## src/rtl/sti_pkg.sv

```systemverilog
// Shared types, length encodings and helpers for the sti_serializer slice.
package sti_pkg;

  typedef enum logic [1:0] {
    StIdle,
    StShift,
    StDone
  } sti_state_e;

  localparam logic [1:0] LEN_8  = 2'b00;
  localparam logic [1:0] LEN_16 = 2'b01;
  localparam logic [1:0] LEN_24 = 2'b10;
  localparam logic [1:0] LEN_32 = 2'b11;

  localparam int unsigned MAX_BITS = 32;

  // One word ready to shift: pre-aligned bits, remaining count, direction, end flag.
  typedef struct packed {
    logic [MAX_BITS-1:0] bits;
    logic [4:0]          cnt;
    logic                msb;
    logic                last;
  } sti_word_t;

  function automatic logic [4:0] len_to_cnt(input logic [1:0] len);
    logic [4:0] cnt;
    unique case (len)
      LEN_8:   cnt = 5'd7;
      LEN_16:  cnt = 5'd15;
      LEN_24:  cnt = 5'd23;
      default: cnt = 5'd31;
    endcase
    return cnt;
  endfunction

  // MSB-first words are moved up so bit N-1 sits at the top of the shift register.
  function automatic logic [MAX_BITS-1:0] msb_align(input logic [MAX_BITS-1:0] word,
                                                    input logic [4:0]          cnt);
    return word << (5'd31 - cnt);
  endfunction

endpackage

```

## src/rtl/sti_word_format.sv

```systemverilog
// Combinational formatter: parallel word plus descriptor to the 32-bit word and start count.
module sti_word_format
  import sti_pkg::*;
(
  input  logic [15:0]         data_i,
  input  logic [1:0]          length_i,
  input  logic                low_i,
  input  logic                fill_i,
  output logic [MAX_BITS-1:0] word_o,
  output logic [4:0]          cnt_o
);

  always_comb begin
    word_o = '0;
    unique case (length_i)
      LEN_8:   word_o = low_i ? {24'h0, data_i[15:8]} : {24'h0, data_i[7:0]};
      LEN_16:  word_o = {16'h0, data_i};
      LEN_24:  word_o = fill_i ? {8'h0, data_i, 8'h00} : {16'h0, data_i};
      default: word_o = fill_i ? {data_i, 16'h0000} : {16'h0, data_i};
    endcase
  end

  assign cnt_o = len_to_cnt(length_i);

endmodule

```

## src/rtl/sti_serializer.sv

```systemverilog
// Parallel-to-serial transmitter emitting whole bytes, with sticky end-of-stream.
// Define STI_LOAD_QUEUE_EN to add a one-entry holding register for back-to-back words.
module sti_serializer
  import sti_pkg::*;
#(
  parameter int unsigned DW = 16,
  parameter int unsigned CW = 5
) (
  input  logic          clk,
  input  logic          rst,
  input  logic          load,
  input  logic [DW-1:0] pi_data,
  input  logic [1:0]    pi_length,
  input  logic          pi_low,
  input  logic          pi_fill,
  input  logic          pi_msb,
  input  logic          pi_end,
  output logic          so_data,
  output logic          so_valid,
  output logic          busy,
  output logic          sti_end
);

  sti_state_e          state_q, state_d;
  logic [MAX_BITS-1:0] sr_q, sr_d;
  logic [CW-1:0]       cnt_q, cnt_d;
  logic                msb_q, msb_d;
  logic                last_q, last_d;
  logic                so_data_q, so_data_d;
  logic                so_valid_q, so_valid_d;
  logic                busy_q, busy_d;
  logic                sti_end_q, sti_end_d;

  logic [MAX_BITS-1:0] fmt_word;
  logic [4:0]          fmt_cnt;
  sti_word_t           fmt;

  sti_word_format u_word_format (
    .data_i   (pi_data),
    .length_i (pi_length),
    .low_i    (pi_low),
    .fill_i   (pi_fill),
    .word_o   (fmt_word),
    .cnt_o    (fmt_cnt)
  );

  always_comb begin
    fmt.bits = pi_msb ? msb_align(fmt_word, fmt_cnt) : fmt_word;
    fmt.cnt  = fmt_cnt;
    fmt.msb  = pi_msb;
    fmt.last = pi_end;
  end

`ifdef STI_LOAD_QUEUE_EN
  sti_word_t hold_q, hold_d;
  logic      hold_vld_q, hold_vld_d;
`endif

  always_comb begin
    state_d    = state_q;
    sr_d       = sr_q;
    cnt_d      = cnt_q;
    msb_d      = msb_q;
    last_d     = last_q;
    so_data_d  = 1'b0;
    so_valid_d = 1'b0;
    busy_d     = 1'b0;
    sti_end_d  = sti_end_q;
`ifdef STI_LOAD_QUEUE_EN
    hold_d     = hold_q;
    hold_vld_d = hold_vld_q;
`endif

    unique case (state_q)
      StIdle: begin
        if (load) begin
          sr_d    = fmt.bits;
          cnt_d   = fmt.cnt;
          msb_d   = fmt.msb;
          last_d  = fmt.last;
          state_d = StShift;
        end
      end

      StShift: begin
        so_valid_d = 1'b1;
        busy_d     = 1'b1;
        so_data_d  = msb_q ? sr_q[MAX_BITS-1] : sr_q[0];
        sr_d       = msb_q ? {sr_q[MAX_BITS-2:0], 1'b0} : {1'b0, sr_q[MAX_BITS-1:1]};
        cnt_d      = cnt_q - 1'b1;
        if (cnt_q == '0) begin
          if (last_q) begin
            state_d = StDone;
          end else begin
`ifdef STI_LOAD_QUEUE_EN
            // Chain the next word straight in so so_valid has no gap.
            if (hold_vld_q) begin
              sr_d       = hold_q.bits;
              cnt_d      = hold_q.cnt;
              msb_d      = hold_q.msb;
              last_d     = hold_q.last;
              hold_vld_d = 1'b0;
            end else if (load) begin
              sr_d   = fmt.bits;
              cnt_d  = fmt.cnt;
              msb_d  = fmt.msb;
              last_d = fmt.last;
            end else begin
              state_d = StIdle;
            end
`else
            state_d = StIdle;
`endif
          end
        end
`ifdef STI_LOAD_QUEUE_EN
        else if (load && !hold_vld_q) begin
          hold_d     = fmt;
          hold_vld_d = 1'b1;
        end
`endif
      end

      StDone: begin
        sti_end_d = 1'b1;
      end

      default: begin
        state_d = StIdle;
      end
    endcase
  end

  always_ff @(posedge clk or negedge rst) begin
    if (!rst) begin
      state_q    <= StIdle;
      sr_q       <= '0;
      cnt_q      <= '0;
      msb_q      <= 1'b0;
      last_q     <= 1'b0;
      so_data_q  <= 1'b0;
      so_valid_q <= 1'b0;
      busy_q     <= 1'b0;
      sti_end_q  <= 1'b0;
    end else begin
      state_q    <= state_d;
      sr_q       <= sr_d;
      cnt_q      <= cnt_d;
      msb_q      <= msb_d;
      last_q     <= last_d;
      so_data_q  <= so_data_d;
      so_valid_q <= so_valid_d;
      busy_q     <= busy_d;
      sti_end_q  <= sti_end_d;
    end
  end

`ifdef STI_LOAD_QUEUE_EN
  always_ff @(posedge clk or negedge rst) begin
    if (!rst) begin
      hold_q     <= '0;
      hold_vld_q <= 1'b0;
    end else begin
      hold_q     <= hold_d;
      hold_vld_q <= hold_vld_d;
    end
  end
`endif

  assign so_data  = so_data_q;
  assign so_valid = so_valid_q;
  assign busy     = busy_q;
  assign sti_end  = sti_end_q;

endmodule

```

## config.mk

```make
export PLATFORM = sky130hd
export DESIGN_NAME = sti_serializer
export DESIGN_NICKNAME = d
export VERILOG_FILES = /design/src/rtl/sti_pkg.sv /design/src/rtl/sti_word_format.sv /design/src/rtl/sti_serializer.sv
export SDC_FILE = /design/constraint.sdc
export NUM_CORES = 1
export LEC_CHECK = 0
export CAP_MARGIN = 30
export CORE_ASPECT_RATIO = 0.6
export CORE_MARGIN = 2
export CORE_UTILIZATION = 60
export DETAILED_ROUTE_END_ITERATION = 10
export PLACE_DENSITY_LB_ADDON = 0.08
export SETUP_SLACK_MARGIN = 0.05
export SLEW_MARGIN = 5
export SYNTH_ARGS = -nofsm -noshare
export SYNTH_HDL_FRONTEND = slang
export SYNTH_HIERARCHICAL = 1
export SYNTH_SLANG_ARGS = --single-unit
```

## constraint.sdc

```tcl
create_clock -name clk -period 2.1 [get_ports clk]
set_input_delay 0.42 -clock clk [delete_from_list [all_inputs] [get_ports clk]]
set_output_delay 0.42 -clock clk [all_outputs]
set_load 0.005 [all_outputs]
```

== After elaboration in Yosys (flattened, before gate mapping) ==
Cells that the tools add are included.
W data, S select, Z words.

* Flip-flop bits (word level): 44
* Bits of input ports: 25

* Add/sub/neg operators: 2
* Equal/unequal tests: 6
* Shift-type cells: 1
* Mux-type cells: 18
* Bitwise gates (word level): 1
* Reduce and logical (&&, ||, !) cells: 7

{| class="wikitable"
|+ Operators by type and width
! cell !! count
|-
| $mux W32 || 4
|-
| $pmux W32 S3 || 1
|-
| $pmux W32 S2 || 1
|-
| $shl A32 B5 Y32 || 1
|-
| $mux W24 || 1
|-
| $pmux W5 S3 || 1
|-
| $pmux W5 S2 || 1
|-
| $mux W8 || 1
|-
| $mux W2 || 3
|-
| $pmux W2 S3 || 1
|-
| $logic_not A5 Y1 || 1
|-
| $mux W5 || 1
|-
| $sub A5 B1 Y5 const B || 1
|-
| $sub A5 B5 Y5 const A || 1
|-
| $eq A2 B1 Y1 const B || 2
|-
| $eq A2 B2 Y1 const B || 2
|-
| $logic_not A2 Y1 || 2
|-
| $ne A2 B2 Y1 const B || 2
|-
| $reduce_and A2 Y1 || 2
|-
| $mux W1 || 3
|-
| $reduce_and A3 Y1 || 1
|-
| $reduce_bool A2 Y1 || 1
|-
| $not A1 Y1 || 1
|}

== Longest topological paths before layout ==
* Depth in word-level cells: 7
* Gate-level depth with buffers: 9

== Cells and area by module ==
Netlist, hierarchy kept.

{| class="wikitable"
|+ By module, submodules not included
! module !! instances !! cells each !! area an instance (sq um) !! seq. area each (sq um)
|-
| sti_serializer || 1 || 400 || 3998.8 || 1101.1
|-
| sti_word_format || 1 || 90 || 589.3 || 0.0
|}

== Least setup slack after synthesis ==
Ideal clock, no wire load.

* Kind: input to register
* From: in pi_length[0]
* To: reg sr_q[11]
* Library setup time: 0.126 ns
* Data arrival time: 2.279 ns
* Path slack: -0.305 ns
* Stages: 9
* Buffers on the path: 1
* Cell sequence: buf_4 nor2b_4 o21ai_0 o21ai_0 mux4_1 mux2_2 a22o_1 a221oi_1 nor2_1

{| class="wikitable"
|+ RTL lines
! what !! RTL line !! RTL
|-
| from (decl) || sti_serializer.sv:13 || <nowiki>input logic [1:0] pi_length,</nowiki>
|-
| $eq A2 B2 Y1, or another cell as far along || sti_word_format.sv:15 || <nowiki>unique case (length_i)</nowiki>
|-
| $pmux W32 S3 * || sti_word_format.sv:15 ||
|-
| net fmt_word[11] || sti_serializer.sv:34 || <nowiki>logic [MAX_BITS-1:0] fmt_word;</nowiki>
|-
| $shl A32 B5 Y32 || sti_pkg.sv:39 || <nowiki>return word << (5'd31 - cnt);</nowiki>
|-
| $mux W32 * || sti_serializer.sv:48 || <nowiki>fmt.bits = pi_msb ? msb_align(fmt_word, fmt_cnt) : fmt_word;</nowiki>
|-
| $mux W32 * || sti_serializer.sv:76 || <nowiki>if (load) begin</nowiki>
|-
| $pmux W32 S2 * || sti_serializer.sv:74 || <nowiki>unique case (state_q)</nowiki>
|-
| to (signal assigned) || sti_serializer.sv:147 || <nowiki>sr_q <= sr_d;</nowiki>
|-
| to (decl) || sti_serializer.sv:25 || <nowiki>logic [MAX_BITS-1:0] sr_q, sr_d;</nowiki>
|}

The timed path passes the listed nets; every way through them passes the cells marked *. The select of a mux whose other input is x is not followed.
A chain may end at the register's enable or synchronous reset.

== Final worst setup path ==
* From: in pi_length[0]
* To: reg sr_q[28]

{| class="wikitable"
|+ RTL lines
! what !! RTL line
|-
| $eq A2 B2 Y1, or another cell as far along || sti_word_format.sv:15
|-
| $pmux W32 S3 * || sti_word_format.sv:15
|-
| net fmt_word[12] || sti_serializer.sv:34
|-
| $shl A32 B5 Y32 * || sti_pkg.sv:39
|-
| $mux W32 * || sti_serializer.sv:48
|-
| $mux W32 * || sti_serializer.sv:76
|-
| $pmux W32 S2 * || sti_serializer.sv:74
|}

Marked as above.

==> insert_results.sql <==
INSERT INTO impl_metrics (metric_group, metric, value, unit) VALUES
('floorplan', 'top_level_ports', '29', ''),
('flow_run', 'maxCapViolCount', '0', ''),
('floorplan', 'initial_utilization', '0.626', ''),
('finish', 'finish.net_count', '658', ''),
('global_route', 'first_global_vias', '5012', ''),
('timing', 'timing_worst_slew_pin_value', '934', 'ps'),
('global_route', 'largest_net_degree_at_the_start_of_global_routing', '45', ''),
('finish', 'final_layout_size_suffix_gt1_frac', '0.488', ''),
('timing', 'grt_setup_unrepaired', 'true', ''),
('timing', 'timing.final.setup_violations', '28', ''),
('timing', 'slew_violations', '0', ''),
('detailed_routing', 'detailedRoute.firstPassIterationCount', '8', ''),
('cts', 'ctsHtreeMaxLevel', '2', ''),
('critical_path', 'critical_path_peak_fanout', '8', ''),
('timing', 'worst_slew_margin_rel', '0.375', ''),
('cts', 'tritoncts', 'done', ''),
('logic_synthesis', 'synth_enable_flop_cells', '0', ''),
('critical_path', 'endpoint_kind', 'register', ''),
('power', 'internal_power', '3.40', 'mW'),
('cts', 'numClockSinks', '44', ''),
('detailed_routing', 'detailroute.via_count', '5755', ''),
('status', 'status', 'finished with violations', ''),
('logic_synthesis', 'synth.area.top_cells', 'sky130_fd_sc_hd__dfrtp_1 24%, sky130_fd_sc_hd__mux4_2 11%, sky130_fd_sc_hd__mux2i_1 9.4%', ''),
('timing', 'final_cycle_utilization_of_the_critical_path', '1.19', ''),
('power', 'total_power', '6.02', 'mW'),
('floorplan', 'row_count', '24', ''),
('critical_path', 'reg2reg_slack', '-70', 'ps'),
('place', 'numPortBuffers', '28', ''),
('power', 'p_seq_frac', '0.281', ''),
('power', 'p_leak', '2.83', 'nW'),
('place', 'post-place-ws', '-1030', 'ps'),
('logic_synthesis', 'ys_warn_count', '6', ''),
('finish', 'seq_area', '1100', 'um2'),
('place', 'sum_of_net_half_perimeters_after_detailed_placement', '13000', 'um'),
('detailed_routing', 'drt_iter0_drc', '1108', ''),
('timing', 'crit_path_time_final', '2490', 'ps'),
('logic_synthesis', 'synth.avg_cell_area', '9.36', 'um2'),
('floorplan', 'design.die.area', '8390', 'um2'),
('timing', 'finClkSkew', '6.90', 'ps'),
('critical_path', 'cp.arrival', '2660', 'ps'),
('finish', 'finish.instance_area', '6610', 'um2'),
('place', 'dp.cells', '692', ''),
('cts', 'max-clock-path-buffers', '2', ''),
('floorplan', 'die_width', '117', 'um'),
('finish', 'post_layout_instance_count_excluding_filler_cells', '738', ''),
('critical_path', 'setup.worst_path.class', 'input port to register', ''),
('logic_synthesis', 'synth_cell_area', '4590', 'um2'),
('cts', 'cts_root_buf', 'sky130_fd_sc_hd__clkbuf_16', ''),
('timing', 'worst_slack', '-389', 'ps'),
('hold_path', 'hold_path_class', 'input port to async pin', ''),
('cts', 'clock_latency_at_the_later_pin_of_the_worst_skew_pair', '290', 'ps'),
('detailed_routing', 'finalWirelength', '21500', 'um'),
('power', 'powerDensity', '911', 'nW/um2'),
('logic_synthesis', 'synth_cell_types', '47', ''),
('critical_path', 'critical_path.startpoint_type', 'input port', ''),
('floorplan', 'die_y', '71.7', 'um'),
('logic_synthesis', 'synth_async_sr_flop_share', '1.00', ''),
('logic_synthesis', 'leading_cell_types_by_count_after_synthesis', '44 x sky130_fd_sc_hd__dfrtp_1, 43 x sky130_fd_sc_hd__mux2i_1, 43 x sky130_fd_sc_hd__nor2_1', ''),
('logic_synthesis', 'synthMostInstantiatedCell', 'sky130_fd_sc_hd__dfrtp_1', ''),
('critical_path', 'worstPathRequired', '2270', 'ps'),
('logic_synthesis', 'synth_ff_type', 'sky130_fd_sc_hd__dfrtp_1', ''),
('floorplan', 'floorplan.core_area', '7330', 'um2'),
('logic_synthesis', 'instance_count_of_the_mapped_netlist', '490', ''),
('power', 'swShare', '0.435', ''),
('status', 'failed_checks', 'negative setup slack', ''),
('detailed_routing', 'ant_nets', '0', ''),
('power', 'pwr-share-clk', '0.133', ''),
('place', 'place_area', '5730', 'um2'),
('global_route', 'antenna_found_initial', '2', ''),
('timing', 'hold_viol_final', '0', ''),
('power', 'comb_power_share', '0.586', '');
logic make-up after synthesis:
group / synth area share
mux: 0.343
compound gates: 0.208
flops: 0.240
other cells: 0.000817
buf+inv: 0.0665
simple gates: 0.139
fa+ha+maj: 0.00273
routing by layer:
metal / GRT usage / vias up / routed length [um]
met2: 0.647 / 681 / 8660
met5: 0 / - / 59
met1: 0.674 / 2673 / 7600
met4: 0.0902 / 2 / 1450
met3: 0.185 / 214 / 3770
li1: - / 2185 / -
worst max path at each step:
| stage | from | endpoint | slack (ps) |
|---|---|---|---|
| floorplan | pi_length[0] | sr_q[13] | -200 |
| CTS | pi_length[0] | sr_q[25] | -200 |
| global route | pi_length[0] | sr_q[28] | -380 |
| detailed placement | pi_length[0] | sr_q[25] | -1030 |
| finish | pi_length[0] | sr_q[28] | -390 |
| global placement | pi_length[0] | sr_q[25] | -1050 |
state kept, by name, summed over array words and instances (netlist names):
name and count:
state_q 2, busy 1, sti_end 1, so_data 1, msb_q 1, last_q 1, cnt_q 5, sr_q 32
power by group through the flow:
stage	sequential (mW)	combinational [mW]	clock (mW)
final	1.69	3.53	0.803
after global routing	1.72	3.66	0.837
after CTS	1.63	2.98	0.797
after detailed placement	1.63	2.78	0
after global placement	1.60	2.67	0
after floorplan	1.50	1.99	0
cell usage in the layout, fill, tap and decap left out, types with 3 or more instances in the layout:
master                            Yosys  layout
sky130_fd_sc_hd__clkdlybuf4s50_1      0       8
sky130_fd_sc_hd__a21oi_1             29      26
sky130_fd_sc_hd__a221oi_1            24       6
sky130_fd_sc_hd__o211ai_1             8       8
sky130_fd_sc_hd__buf_2                3       4
sky130_fd_sc_hd__nand3_1              7       6
sky130_fd_sc_hd__nor2_1              43      41
sky130_fd_sc_hd__o21ai_0             19      11
sky130_fd_sc_hd__o21ai_1             14      11
sky130_fd_sc_hd__nand3b_1             3       3
sky130_fd_sc_hd__buf_4                7     140
sky130_fd_sc_hd__clkbuf_16            0       5
sky130_fd_sc_hd__a221oi_4             0       8
sky130_fd_sc_hd__a221oi_2             0      10
sky130_fd_sc_hd__o22ai_1             28      28
sky130_fd_sc_hd__mux4_2              22      32
sky130_fd_sc_hd__dlygate4sd2_1        0      13
sky130_fd_sc_hd__buf_6                5      12
sky130_fd_sc_hd__inv_1                8       8
sky130_fd_sc_hd__nand2_1             37      36
sky130_fd_sc_hd__o21ai_2              0       9
sky130_fd_sc_hd__dfrtp_1             44      44
sky130_fd_sc_hd__mux2i_4              0       9
sky130_fd_sc_hd__and2_2               7       7
sky130_fd_sc_hd__nor2b_4              2       3
sky130_fd_sc_hd__mux2_2              34      25
sky130_fd_sc_hd__mux2i_1             43      30
sky130_fd_sc_hd__nor2b_1              4       4
sky130_fd_sc_hd__nand2b_1            14      13
sky130_fd_sc_hd__o31ai_1              3       3
sky130_fd_sc_hd__mux2i_2              0       4
sky130_fd_sc_hd__conb_1               1       3
sky130_fd_sc_hd__nor3b_1              4       3
sky130_fd_sc_hd__mux2_4               0       9
area by class of cell:
type	count	area share
Tap cell	104	0.0197
Inverter	9	0.00511
Antenna cell	1	0.000379
Clock buffer	6	0.0210
Clock inverter	2	0.00151
Sequential cell	44	0.167
Timing Repair Buffer	182	0.223
Multi-Input combinational cell	390	0.563
per-stage QoR:
step	setup TNS, ps	hold slack (ps)
6_report	-5510	208
4_1_cts	-1710	223
2_1_floorplan	-2080	124
3_5_place_dp	-25510	460
3_3_place_gp	-23900	448
5_1_grt	-5850	257
critical path, stage by stage:
cell and delay (ps):
sky130_fd_sc_hd__buf_8 100, sky130_fd_sc_hd__buf_6 120, sky130_fd_sc_hd__nor2b_4 170, sky130_fd_sc_hd__o21ai_0 270
sky130_fd_sc_hd__o21ai_1 180, sky130_fd_sc_hd__mux4_2 570, sky130_fd_sc_hd__mux2_4 320, sky130_fd_sc_hd__mux2i_4 160
sky130_fd_sc_hd__nor2_1 100, sky130_fd_sc_hd__o221a_2 240
timing repair:
| action | 4_1_cts | 5_1_grt |
|---|---|---|
| pin swaps | 29 | 14 |
| setup endpoints to repair | 32 | 30 |
| setup buffers | 23 | 14 |
| resized for setup | 92 | 42 |
| gates cloned | 1 | 0 |
Note: power is estimated with default switching activity, not from simulation.
